## src/rtl/ifu_fetch_bus.sv

```systemverilog
// rtl/ifu_fetch_bus.sv - AXI4-Lite instruction fetch master, one read per PC
// Optional abandon-on-timeout enabled by defining FETCH_TIMEOUT_EN.
module ifu_fetch_bus #(
`ifdef FETCH_TIMEOUT_EN
  parameter int unsigned TIMEOUT_CYCLES = 255,
`endif
  parameter logic [31:0] ERR_INSTR = 32'h00100073
) (
  input  logic        clk,
  input  logic        rstn,
  input  logic [63:0] pc,
  input  logic        backend_ready,
  output logic [31:0] instr,
  output logic        instr_valid,
  output logic        rdata_valid,
  output logic        update,
  output logic        fetch_err,
  output logic [63:0] araddr,
  output logic        arvalid,
  input  logic        arready,
  input  logic [63:0] rdata,
  input  logic [1:0]  rresp,
  input  logic        rvalid,
  output logic        rready
);

  typedef enum logic [1:0] {S_IDLE, S_AR, S_R, S_WAIT} state_t;

  state_t      r_state;
  state_t      w_next;
  logic [31:0] r_held;
  logic        r_fetch_err;
  logic        w_load;
  logic [31:0] w_load_word;
  logic        w_set_err;
  logic        w_timeout;
  logic        w_misaligned;
  logic [31:0] w_beat_word;

  assign araddr       = {pc[63:3], 3'b000};
  assign fetch_err    = r_fetch_err;
  assign w_misaligned = (pc[1:0] != 2'b00);
  assign w_beat_word  = pc[2] ? rdata[63:32] : rdata[31:0];

`ifdef FETCH_TIMEOUT_EN
  localparam int CNT_W = (TIMEOUT_CYCLES > 255) ? $clog2(TIMEOUT_CYCLES + 1) : 8;
  logic [CNT_W-1:0] r_cnt;

  // The cycle in which the count reaches TIMEOUT_CYCLES-1 is the last one spent in AR/R.
  assign w_timeout = ((r_state == S_AR) || (r_state == S_R)) &&
                     (r_cnt == CNT_W'(TIMEOUT_CYCLES - 1));

  always_ff @(posedge clk) begin
    if (!rstn) begin
      r_cnt <= '0;
    end else if (((r_state == S_AR) || (r_state == S_R)) &&
                 !((r_state == S_R) && (w_next == S_AR))) begin
      r_cnt <= r_cnt + 1'b1;
    end else begin
      r_cnt <= '0;
    end
  end
`else
  assign w_timeout = 1'b0;
`endif

  always_ff @(posedge clk) begin
    if (!rstn) begin
      r_state     <= S_IDLE;
      r_held      <= 32'h0;
      r_fetch_err <= 1'b0;
    end else begin
      r_state <= w_next;
      if (w_load)    r_held      <= w_load_word;
      if (w_set_err) r_fetch_err <= 1'b1;
    end
  end

  always_comb begin
    w_next      = r_state;
    arvalid     = 1'b0;
    rready      = 1'b0;
    update      = 1'b0;
    instr_valid = 1'b0;
    rdata_valid = 1'b0;
    instr       = r_held;
    w_load      = 1'b0;
    w_load_word = r_held;
    w_set_err   = 1'b0;
    case (r_state)
      S_IDLE: w_next = S_AR;
      S_AR: begin
        if (w_misaligned || w_timeout) begin
          instr       = ERR_INSTR;
          instr_valid = 1'b1;
          w_load      = 1'b1;
          w_load_word = ERR_INSTR;
          w_set_err   = 1'b1;
          w_next      = S_WAIT;
        end else begin
          arvalid = 1'b1;
          if (arready) w_next = S_R;
        end
      end
      S_R: begin
        if (w_timeout) begin
          instr       = ERR_INSTR;
          instr_valid = 1'b1;
          w_load      = 1'b1;
          w_load_word = ERR_INSTR;
          w_set_err   = 1'b1;
          w_next      = S_WAIT;
        end else begin
          rready = 1'b1;
          if (rvalid) begin
            w_load_word = (rresp != 2'b00) ? ERR_INSTR : w_beat_word;
            w_set_err   = (rresp != 2'b00);
            w_load      = 1'b1;
            instr       = w_load_word;
            instr_valid = 1'b1;
            if (backend_ready) begin
              update = 1'b1;
              w_next = S_AR;
            end else begin
              w_next = S_WAIT;
            end
          end
        end
      end
      S_WAIT: begin
        rdata_valid = 1'b1;
        if (backend_ready) begin
          update = 1'b1;
          w_next = S_AR;
        end
      end
      default: w_next = S_IDLE;
    endcase
  end

endmodule

```

## config.mk

```make
export PLATFORM = sky130hd
export DESIGN_NAME = ifu_fetch_bus
export DESIGN_NICKNAME = d
export VERILOG_FILES = /design/src/rtl/ifu_fetch_bus.sv
export SDC_FILE = /design/constraint.sdc
export NUM_CORES = 1
export LEC_CHECK = 0
export CORE_MARGIN = 5
export CORE_UTILIZATION = 30
export DETAILED_ROUTE_END_ITERATION = 6
export GPL_ROUTABILITY_DRIVEN = 0
export GPL_TIMING_DRIVEN = 1
export HOLD_SLACK_MARGIN = 0.02
export PLACE_DENSITY = 0.74
export REMOVE_ABC_BUFFERS = 1
export SLEW_MARGIN = 10
export SYNTH_ARGS = -nofsm -noshare
export SYNTH_HDL_FRONTEND = slang
export SYNTH_SLANG_ARGS = --single-unit
```

## constraint.sdc

```tcl
create_clock -name clk -period 5.2 [get_ports clk]
set_clock_uncertainty 0.05 [all_clocks]
set_input_delay 0.52 -clock clk [delete_from_list [all_inputs] [get_ports clk]]
set_output_delay 0.52 -clock clk [all_outputs]
set_load 0.02 [all_outputs]
```

==> reports/qor.yml <==
avgSynthCellArea_um2: 8.985
power_frac_clock: 0.220
endpoint_kind: "primary output"
first_global_vias: 2559
routed_wl_um: 11400
num_rows: 36
cp.required_ns: 4.63
yosysTopAreaCellShare: 0.2356
finalMaxSlewViolations: 0
pwr-share-comb: 0.442
synthAdderAreaFrac: 0.01262
post-cts-setup-buffers: 0
crit_start: "r_state[0]"
start_kind: "register"
synth-main-ff-cell: "dfxtp_1"
cts_hold_buf: 0
dieWidth_um: 109.6
initial_core_util: 0.3057
area_delta_synth_final_pct: 22.42
core_area_um2: 9729
synth-edff-count: 0
fill_cells: 1016
grt_setup_unrepaired: "no"
cts.path.max_buffers: 2
drc: 0
vias: 2511
post-route-min-period_ns: 3.909
synth-simple-area-share: 0.1939
switchingPower_mw: 0.3393
synth_compound_area_frac: 0.2108
first_pass_iters: 4
final_hold_viol_count: 0
ant_nets: 0
fmaxAchievable_mhz: 255.8
grt_use_total: 0.1864
wl_per_cell_um: 22.72
grt_max_degree: 63
synth_cells: 331
hold_path_class: "register to register"
status: "completed"
sw_frac_of_total: 0.3832
slew_headroom: 0.3138
yosysSeqAreaShare: 0.2356
vdd_drop_max_uv: 87.53
dp_hpwl_um: 8969
maxCapViolations: 0
period_share: 0.7518
drt_iter0_drc: 111
synth_area_leader_cell: "dfxtp_1"
fin_nets: 506
ios: 237
synth_area_leaders: "dfxtp_1 (24%), buf_4 (16%), mux2i_1 (10%), nor2_4 (7.6%), o2bb2ai_1 (7.1%)"
tightest_slew_ns: 1.029
synthesis.area_um2: 2974
path_class: "register to primary output"
setup_violations: 0
cts_tree: "done"
post_cts_resized: 0
layout_common_cells: "clkdlybuf4s50_1 (109), nand2_1 (41), dfxtp_1 (35)"
ys_warn_count: 0
drive_above_1_share: 0.1545
die_area_um2: 12000
critical_path_arrival_ns: 3.34
synth_cell_types: 40
seq_power_share: 0.337
cts_buffers: 5
synth_xor_area_frac: 0
path_max_fanout: 18
fin_setup_tns_ns: 0
cts.sinks: 35
fp.dieH_um: 109.6
h-tree-depth: 2
p_leak_nw: 1.478
overflow: 0
antenna_found_initial: 0
ys_async_sr_fraction: 0
powerDensity_nw_per_um2: 243.2
insertion_delay_ns: 0.28
antennaDiodeCount: 0
viasPerCell: 5.002
worstReg2RegStart: "r_state[0]"
grt_first_pass_wirelength_um: 16250
whs_ns: 0.4007
yosys-mux-area-fraction: 0.1010
layout_commonest_cell: "clkdlybuf4s50_1"
min_from: "r_held[18]"
cts_root_buffer: "clkbuf_8"
synth_top_family_by_area: "buffers and inverters"
io_buffers: 111
clk_pin_slew_ns: 0.07
synth-seq-cells: 35
p_int_mw: 0.5461
metal layers:
layer  vias to the layer above  global-route usage  routed length [um]
met5                         -              0.1250                 155
met4                         6             0.03562                  97
met3                        15              0.1791                2504
met2                       214              0.2228                3941
met1                      1143              0.2265                4703
li1                       1133                   -                   -
power groups by stage:
stage	clock network, mW	logic [mW]	registers (mW)
2_1_floorplan	0	0.203	0.304
5_1_grt	0.216	0.427	0.300
6_report	0.195	0.392	0.299
3_5_place_dp	0	0.396	0.304
3_3_place_gp	0	0.390	0.303
4_1_cts	0.206	0.397	0.298
final timing paths:
path | to | slack [ns] | cells after the start
min reg2reg | r_held[18] | 0.40 | 2
min | r_held[18] | 0.40 | 2
max reg2reg | r_held[8] | 2.61 | 7
max | instr[8] | 1.29 | 8
synthesized netlist by cell type (5+ instances only):
library cell	n
a21o_1	8
buf_2	5
dfxtp_1	35
mux2i_1	30
nor2_4	20
a21o_2	18
a21oi_1	8
nor2_1	19
buf_4	64
o2bb2ai_1	24
clkbuf_8	5
nand2_1	41
critical path, cell delays in order (launching register included):
cell and delay (ns):
dfxtp_1 0.39, inv_1 0.06, ha_1 0.39, nand3b_4 0.24
or3_2 0.68, buf_4 0.36, nor2_1 0.21, a21o_1 0.10
clkdlybuf4s50_1 0.60
final cells by class:
type / instances / area [um2] / area share
clock buffers: 7 / 76.32 / 0.02096
clock inverters: 1 / 5.005 / 0.001375
inverters: 4 / 15.01 / 0.004124
multi-input cells: 208 / 1554 / 0.4268
flip-flops and latches: 35 / 700.7 / 0.1924
well taps: 133 / 166.4 / 0.04570
repair buffers: 114 / 1124 / 0.3086
kinds of logic after synthesis:
kind of cell	after synthesis
compound gates	77
other cells	1
simple gates	95
mux	30
flops	35
fa+ha+maj	3
buf+inv	90
registers in the layout (all words and copies together), names as in the netlist:
name / cells
r_held: 32
fetch_err: 1
r_state: 2
through the flow:
stage | instances | total power, mW | setup WS, ns | area, um2 | util
floorplan | 247 | 0.5070 | 1.877 | 2268 | -
global placement | 494 | 0.6929 | 1.459 | 3560 | 0.3659
CTS | 502 | 0.9006 | 1.264 | 3641 | 0.3742
detailed placement | 494 | 0.7005 | 1.411 | 3560 | 0.3659
global route | 502 | 0.9432 | 1.113 | 3641 | 0.3742
finish | 502 | 0.8854 | 1.291 | 3641 | 0.3742
No activity file was read; power rests on OpenSTA's default activity.
